===== config.mk =====
export PLATFORM = sky130hd
export DESIGN_NAME = wbdbgbus_cmd_exec
export DESIGN_NICKNAME = d
export VERILOG_FILES = /design/src/rtl/wbdbgbus_cmd_exec.sv
export SDC_FILE = /design/constraint.sdc
export NUM_CORES = 1
export LEC_CHECK = 0
export ABC_CLOCK_PERIOD_IN_PS = 7300
export CORE_AREA = 2 2 136 125
export CTS_CLUSTER_SIZE = 28
export DETAILED_ROUTE_END_ITERATION = 10
export DIE_AREA = 0 0 138 127
export DONT_BUFFER_PORTS = 1
export PLACE_DENSITY = 0.76
export SYNTH_ARGS = -nofsm -noshare
export SYNTH_HDL_FRONTEND = slang
export SYNTH_SLANG_ARGS = --single-unit

===== constraint.sdc =====
create_clock -name i_clk -period 7.3 [get_ports i_clk]
set_clock_uncertainty 0.2 [all_clocks]
set_input_delay 0.73 -clock i_clk [delete_from_list [all_inputs] [get_ports i_clk]]
set_output_delay 0.73 -clock i_clk [all_outputs]
set_load 0.01 [all_outputs]

===== src/rtl/wbdbgbus_cmd_exec.sv =====
// Debug-bus command executor: takes {opcode, payload} commands, runs single pipelined
// Wishbone B4 read/write cycles and emits one {resp_code, payload} response per command.
module wbdbgbus_cmd_exec #(
  parameter int unsigned BUS_TIMEOUT = 1024,
  parameter int unsigned ADDR_STEP   = 4
) (
  input  logic        i_clk,
  input  logic        i_rst_n,
  input  logic        i_cmd_reset,
  input  logic        i_cmd_valid,
  output logic        o_cmd_ready,
  input  logic [35:0] i_cmd_data,
  output logic        o_resp_valid,
  output logic [35:0] o_resp_data,
  output logic        o_wb_cyc,
  output logic        o_wb_stb,
  output logic        o_wb_we,
  output logic [31:0] o_wb_addr,
  output logic [31:0] o_wb_data,
  input  logic        i_wb_ack,
  input  logic        i_wb_err,
  input  logic        i_wb_stall,
  input  logic [31:0] i_wb_data
);

  localparam int unsigned       TimerW    = $clog2(BUS_TIMEOUT + 1);
  localparam logic [TimerW-1:0] TimerLast = TimerW'(BUS_TIMEOUT - 1);

  localparam logic [3:0] OpSetAddr  = 4'h1;
  localparam logic [3:0] OpSetInc   = 4'h2;
  localparam logic [3:0] OpRead     = 4'h3;
  localparam logic [3:0] OpWrite    = 4'h4;
  localparam logic [3:0] RspRead    = 4'h0;
  localparam logic [3:0] RspWrite   = 4'h1;
  localparam logic [3:0] RspAddr    = 4'h2;
  localparam logic [3:0] RspInc     = 4'h3;
  localparam logic [3:0] RspErr     = 4'h4;
  localparam logic [3:0] RspEcho    = 4'h5;
  localparam logic [3:0] RspTimeout = 4'h6;

  typedef enum logic [1:0] {StIdle, StStrobe, StWaitAck, StResp} state_e;

  state_e              state_q, state_d;
  logic [31:0]         addr_q, addr_d;
  logic                inc_q, inc_d;
  logic [TimerW-1:0]   timer_q, timer_d;
  logic                cyc_q, cyc_d, stb_q, stb_d, we_q, we_d;
  logic [31:0]         wb_addr_q, wb_addr_d, wb_data_q, wb_data_d;
  logic [35:0]         pend_q, pend_d, resp_data_q, resp_data_d;
  logic                resp_valid_q, resp_valid_d;
  logic                adv_q, adv_d;
  logic [3:0]          op;
  logic [31:0]         payload;

  assign op      = i_cmd_data[35:32];
  assign payload = i_cmd_data[31:0];

  always_comb begin
    state_d      = state_q;
    addr_d       = addr_q;
    inc_d        = inc_q;
    timer_d      = timer_q;
    cyc_d        = cyc_q;
    stb_d        = stb_q;
    we_d         = we_q;
    wb_addr_d    = wb_addr_q;
    wb_data_d    = wb_data_q;
    pend_d       = pend_q;
    resp_data_d  = resp_data_q;
    resp_valid_d = 1'b0;
    adv_d        = adv_q;

    unique case (state_q)
      StIdle: begin
        if (i_cmd_valid) begin
          adv_d   = 1'b0;
          state_d = StResp;
          case (op)
            OpSetAddr: begin
              addr_d = payload;
              pend_d = {RspAddr, payload};
            end
            OpSetInc: begin
              inc_d  = payload[0];
              pend_d = {RspInc, 31'b0, payload[0]};
            end
            OpRead, OpWrite: begin
              cyc_d     = 1'b1;
              stb_d     = 1'b1;
              we_d      = (op == OpWrite);
              wb_addr_d = addr_q;
              if (op == OpWrite) wb_data_d = payload;
              timer_d   = '0;
              state_d   = StStrobe;
            end
            default: pend_d = {RspEcho, payload};
          endcase
        end
      end
      StStrobe, StWaitAck: begin
        timer_d = timer_q + TimerW'(1);
        if (state_q == StStrobe && !i_wb_stall) begin
          stb_d   = 1'b0;
          state_d = StWaitAck;
        end
        // A bus answer in the final timer cycle still beats the timeout.
        if (i_wb_ack || i_wb_err) begin
          cyc_d   = 1'b0;
          stb_d   = 1'b0;
          we_d    = 1'b0;
          state_d = StResp;
          if (i_wb_err) begin
            pend_d = {RspErr, addr_q};
          end else begin
            pend_d = we_q ? {RspWrite, 32'h0} : {RspRead, i_wb_data};
            adv_d  = inc_q;
          end
        end else if (timer_q == TimerLast) begin
          cyc_d   = 1'b0;
          stb_d   = 1'b0;
          we_d    = 1'b0;
          state_d = StResp;
          pend_d  = {RspTimeout, addr_q};
        end
      end
      StResp: begin
        resp_valid_d = 1'b1;
        resp_data_d  = pend_q;
        if (adv_q) addr_d = addr_q + 32'(ADDR_STEP);
        adv_d        = 1'b0;
        state_d      = StIdle;
      end
    endcase

    // Soft reset kills any live cycle and drops the pending response.
    if (i_cmd_reset) begin
      state_d      = StIdle;
      addr_d       = '0;
      inc_d        = 1'b1;
      timer_d      = '0;
      cyc_d        = 1'b0;
      stb_d        = 1'b0;
      we_d         = 1'b0;
      wb_addr_d    = '0;
      wb_data_d    = '0;
      pend_d       = '0;
      resp_data_d  = '0;
      resp_valid_d = 1'b0;
      adv_d        = 1'b0;
    end
  end

  always_ff @(posedge i_clk or negedge i_rst_n) begin
    if (!i_rst_n) begin
      state_q      <= StIdle;
      addr_q       <= '0;
      inc_q        <= 1'b1;
      timer_q      <= '0;
      cyc_q        <= 1'b0;
      stb_q        <= 1'b0;
      we_q         <= 1'b0;
      wb_addr_q    <= '0;
      wb_data_q    <= '0;
      pend_q       <= '0;
      resp_data_q  <= '0;
      resp_valid_q <= 1'b0;
      adv_q        <= 1'b0;
    end else begin
      state_q      <= state_d;
      addr_q       <= addr_d;
      inc_q        <= inc_d;
      timer_q      <= timer_d;
      cyc_q        <= cyc_d;
      stb_q        <= stb_d;
      we_q         <= we_d;
      wb_addr_q    <= wb_addr_d;
      wb_data_q    <= wb_data_d;
      pend_q       <= pend_d;
      resp_data_q  <= resp_data_d;
      resp_valid_q <= resp_valid_d;
      adv_q        <= adv_d;
    end
  end

  assign o_cmd_ready  = (state_q == StIdle);
  assign o_resp_valid = resp_valid_q;
  assign o_resp_data  = resp_data_q;
  assign o_wb_cyc     = cyc_q;
  assign o_wb_stb     = stb_q;
  assign o_wb_we      = we_q;
  assign o_wb_addr    = wb_addr_q;
  assign o_wb_data    = wb_data_q;

endmodule


Word-level counts from Yosys, hierarchy flattened
Cells that the tools add are included.
{"block": "word_totals", "reg_bits": 187, "inputBits": 75}
{"block": "classes", "addsub": 2, "n_eq_ne": 17, "muxes": 61, "n_reduce_logical": 24}
{"op": "$mux W32", "n": 13}
{"op": "$mux W36", "n": 6}
{"op": "$pmux W36 S3", "n": 1}
{"op": "$pmux W36 S2", "n": 1}
{"op": "$pmux W32 S2", "n": 1}
{"op": "$mux W35", "n": 1}
{"op": "$mux W11", "n": 3}
{"op": "$mux W33", "n": 1}
{"op": "$add A32 B3 Y32 const B", "n": 1}
{"op": "$mux W1", "n": 22}
{"op": "$pmux W11 S2", "n": 1}
{"op": "$reduce_and A4 Y1", "n": 5}
{"op": "$ne A3 B3 Y1 const B", "n": 5}
{"op": "$mux W2", "n": 6}
{"op": "$reduce_and A3 Y1", "n": 4}
{"op": "$reduce_bool A2 Y1", "n": 6}
{"op": "$add A11 B1 Y11 const B", "n": 1}
{"op": "$eq A11 B10 Y1 const B", "n": 1}
{"op": "$eq A4 B2 Y1 const B", "n": 2}
{"op": "$ne A3 B2 Y1 const B", "n": 2}
{"op": "$pmux W1 S2", "n": 3}
{"op": "$pmux W2 S3", "n": 1}
{"op": "$reduce_bool A3 Y1", "n": 2}
{"op": "$ne A5 B5 Y1 const B", "n": 1}
{"op": "other kinds (12)", "n": 14}

Longest topological paths before layout
{"block": "depth", "word_depth": 7, "depth_mapped": 10, "ltp_nobuf": 7}

Worst setup path before layout
OpenSTA, ideal clock, no wires.
{"block": "synth_path", "kind": "input port to flip-flop", "from": "in i_cmd_data[33]", "to": "reg pend_q[10]", "setup_time_ps": 125, "arrival_ps": 2266, "required_ps": 6975, "path_slack_ps": 4709, "path_stages": 6, "path_buffers": 1, "path_cell_list": "or3b_1 a21oi_2 o21bai_1 a21oi_2 buf_2 mux2_2"}
{"block": "synth_via", "elab_chain_len": 6, "word_cells_on_any_way": 11}
{"item": "from (decl)", "line": "12", "source": "input logic [35:0] i_cmd_data,"}
{"item": "$eq A4 B3 Y1 or $eq A4 B2 Y1 (tied branches)", "line": "78", "source": "case (op)"}
{"item": "$reduce_or A2 Y1", "line": "78"}
{"item": "$pmux W36 S3", "line": "78"}
{"item": "$mux W36", "line": "75", "source": "if (i_cmd_valid) begin"}
{"item": "$pmux W36 S2", "line": "73", "source": "unique case (state_q)"}
{"item": "$mux W36", "line": "136", "source": "if (i_cmd_reset) begin"}
{"item": "to (signal assigned)", "line": "178", "source": "pend_q <= pend_d;"}
{"item": "to (decl)", "line": "49", "source": "logic [35:0] pend_q, pend_d, resp_data_q, resp_data_d;"}
Several ways; a longest one is shown, not always the timed one. The select of a mux whose other input is x is not followed.
A chain may end at the register's enable or synchronous reset.

Worst setup path in the final report
{"block": "layout_path", "from": "reg state_q[0]", "to": "reg addr_q[20]"}
{"block": "layout_via", "elab_chain_len": 3, "word_cells_on_any_way": 9}
{"item": "from (decl)", "line": "43", "source": "state_e state_q, state_d;"}
{"item": "from (signal assigned)", "line": "155", "source": "state_q <= StIdle;"}
{"item": "from (signal assigned)", "line": "169", "source": "state_q <= state_d;"}
{"item": "$eq A2 B2 Y1 or $logic_not A2 Y1 (tied branches)", "line": "73"}
{"item": "$ne A3 B3 Y1 (no line) (tied with other cells)"}
{"item": "$reduce_and A4 Y1 (no line) or $mux W32 (tied branches)"}
{"item": "to (signal assigned)", "line": "170", "source": "addr_q <= addr_d;"}
{"item": "to (decl)", "line": "44", "source": "logic [31:0] addr_q, addr_d;"}
Several ways; a longest one is shown, not always the timed one.

==> results.toml <==
[critical_path]
arrival_ps = 3980
worstPathCellList = "ha_2 -> inv_2 -> o22ai_4 -> and2_1 -> o22ai_1 -> a211o_1"
crit_type = "reg2reg"
slowest_delay_ps = 840
cp_max_fo = 45
crit_family = "compound AO/OA/AOI/OAI gates"
slowest_stage = "ha_2"
worst_setup_path_end_kind = "flip-flop"
critPathLaunchType = "flip-flop"
critical_path_required_ps = 7440
cp.buffers_inverters = 1

[global_routing]
antenna_found_initial = 0
track_usage = 0.307
globalRouteOverflowTotal = 0
grt_pass1_wl_mm = 42.5
grt_max_degree = 186
grt_pass1_vias = 7460

[synthesis]
synth.top_cell.area_share = 0.485
synth_nets = 1128
ys_types = 70
async_flop_share = 1.00
yosys_most_used_dff = "dfrtp_1"
synth_area_leaders = "dfrtp_1 49%, nand2_1 7.7%, a21oi_1 6.8%, mux2i_1 4.2%, mux2_2 3.9%"
netlist_area_um2 = 9490
syn_avg_cell_area_um2 = 9.06
yosysWarnings = 0
ys_ff_latch = 185
synthCells = 1047
yosysSeqAreaShare = 0.488
synth_top_area_cell = "dfrtp_1"
synth_edf_count = 0

[floorplanning]
num_rows = 44
core_area_um2 = 16000
fp.dieArea_um2 = 17500
die_h_um = 127
die_w_um = 138
initial_core_util = 0.594
ioPinCount = 180

[detailed_routing]
wire_per_inst_um = 22.2
avgViaCountPerCell = 6.52
drt_wl_total_mm = 26.9
vias = 7913
drtPass1Iterations = 8
ant_nets = 0
drt_iter0_markers = 1201
drc_errors = 0

[timing]
hold_viol_final = 0
fmax_ghz = 0.260
tightest_slew_ps = 1290
slew_violations = 0
min_period_over_period = 0.527
maxSlewHeadroom = 0.137
tns_ps = 0
fin_crit_ps = 3850
finalSetupViolations = 0
rsz0062_at_grt = "no"

[final_layout]
diodes = 0
fin_cells = 1214
fin_nets = 1075
num-fill-cells = 1343
synthToLayoutAreaGrowth_pct = 6.38
drive_gt1_frac = 0.0993

[clock_tree]
clock_path_buffers = 2
clkSinkCount = 185
cts_root_buffer = "clkbuf_16"
htreeDepth = 4
cts_resized = 0
cts_tree = "built"
cts.reportedPaths.clkPinSlew_ps = 70
insertion_delay_ps = 440
cts_buffers = 17

[power_and_ir_drop]
p_leak_nw = 4.06
powerDensity_nw_per_um2 = 311
vdd_drop_max_mv = 0.202

[job]
max-cap-violations = 0

[placed_design]
placedCellCount = 1180
placement.io_buffers = 0
dp_hpwl_mm = 17.9
place.gp.congestion = 0.895

[run_status]
status = "finished, final reports clean"

[worst_hold_path]
hold_class = "in2async"
[state kept, by name, summed over array words and instances, names as in the netlist]
| register | flops |
|---|---|
| o_wb_cyc | 1 |
| o_wb_stb | 1 |
| addr_q | 32 |
| pend_q | 35 |
| inc_q | 1 |
| o_resp_data | 35 |
| state_q | 2 |
| timer_q | 11 |
| o_wb_data | 32 |
| adv_q | 1 |
| o_wb_we | 1 |
| o_resp_valid | 1 |
| o_wb_addr | 32 |
[path summary, 6_finish.rpt]
check / end / startpoint / slack (ps) / depth (start not counted)
min in group i_clk: o_wb_data[28]$_DFFE_PN0P_ / i_cmd_reset / 150 / 1
setup reg to reg: addr_q[20]$_DFFE_PN0P_ / state_q[0]$_DFFE_PN0P_ / 3450 / 6
hold reg to reg: pend_q[6]$_DFFE_PN0P_ / pend_q[6]$_DFFE_PN0P_ / 310 / 1
hold / removal: o_resp_data[34]$_DFFE_PN0P_ / i_rst_n / 90 / 1
setup / recovery: addr_q[20]$_DFFE_PN0P_ / state_q[0]$_DFFE_PN0P_ / 3450 / 6
max in group asynchronous: o_wb_data[14]$_DFFE_PN0P_ / i_rst_n / 6030 / 1
[per-layer routing]
| layer | routed length [µm] | up-vias | GRT usage |
|---|---|---|---|
| li1 | - | 3603 | - |
| met1 | 11400 | 3774 | 0.445 |
| met2 | 11300 | 476 | 0.422 |
| met3 | 3480 | 60 | 0.117 |
| met4 | 709 | 0 | 0.110 |
| met5 | 0 | - | 0 |
[cell type report]
class	count	area, µm²	area share
clock buffers	17	425	0.0422
repair buffers	10	95.1	0.00942
clock inverters	15	131	0.0130
flip-flops and latches	185	4630	0.459
inverters	12	45.0	0.00446
multi-input cells	768	4510	0.446
well taps	207	259	0.0257
[layout by cell type (no fill, tap or decap), types with 3 or more instances in the layout]
cell and n:
a21o_1 7, ha_1 5, nor3b_1 4, o31ai_1 8, and3_1 5, o2bb2ai_1 3
nor4b_1 3, nand4_1 11, nand2b_1 5, nor4_1 4, a21oi_1 128, mux2i_1 40
o41ai_1 3, nand2_1 194, clkbuf_16 17, o21ai_0 45, and4_1 4, nand3b_1 32
dfrtp_1 184, nor4_2 3, a211oi_1 3, nor3_1 16, buf_4 8, o22ai_1 5
o21bai_1 3, nor2_1 68, and2_1 6, inv_1 11, nand3_1 26, nor2b_1 11
mux2_2 33, inv_6 8, or4_1 3, a31oi_1 41, nand4b_1 3
[power breakdown]
part / leakage (nW) / total, mW / internal [mW] / switching, mW
registers: 2.53 / 1.32 / 1.17 / 0.151
logic: 1.26 / 0.927 / 0.370 / 0.557
clock network: 0.271 / 0.890 / 0.449 / 0.441
[synth_stat cells, drive strengths merged (5+ instances only)]
master and number:
nand2 195, dfrtp 184, a21oi 130, nor2 70, clkbuf 60, o21ai 45
a31oi 41, mux2i 40, mux2 33, nand3b 32, nand3 27, buf 22
nor3 16, nand4 13, nor2b 13, inv 12, o31ai 8, a21o 7
and3 7, nor4 7, and2 6, ha 6, o22ai 6, nand2b 5
[per-stage QoR]
step / util / worst slack [ps] / total power [mW] / hold slack [ps] / instance area (µm²)
floorplan: - / 4710 / 2.02 / 234 / 9490
global placement: 0.595 / 3590 / 2.19 / 243 / 9500
global route: 0.632 / 3240 / 3.29 / 130 / 10100
CTS: 0.632 / 3490 / 3.13 / 133 / 10100
finish: 0.632 / 3450 / 3.14 / 86.3 / 10100
detailed placement: 0.595 / 3500 / 2.21 / 240 / 9500
[timing repair]
action	in CTS	in global routing
hold buffers	1	0
hold endpoints to repair	185	0
setup buffers	0	0
[logic make-up (layout without fill, tap and decap cells)]
group | after synthesis | in the layout | synth area share
AO/OA/AOI/OAI | 272 | 272 | 0.170
buffers and inverters | 94 | 54 | 0.0390
flip-flops | 185 | 185 | 0.488
other | 1 | 1 | 0.000395
multiplexers | 73 | 73 | 0.0814
AND/OR/NAND/NOR | 416 | 416 | 0.214
adder cells (fa/ha/maj) | 6 | 6 | 0.00791
Note: power is estimated with default switching activity, not from simulation.
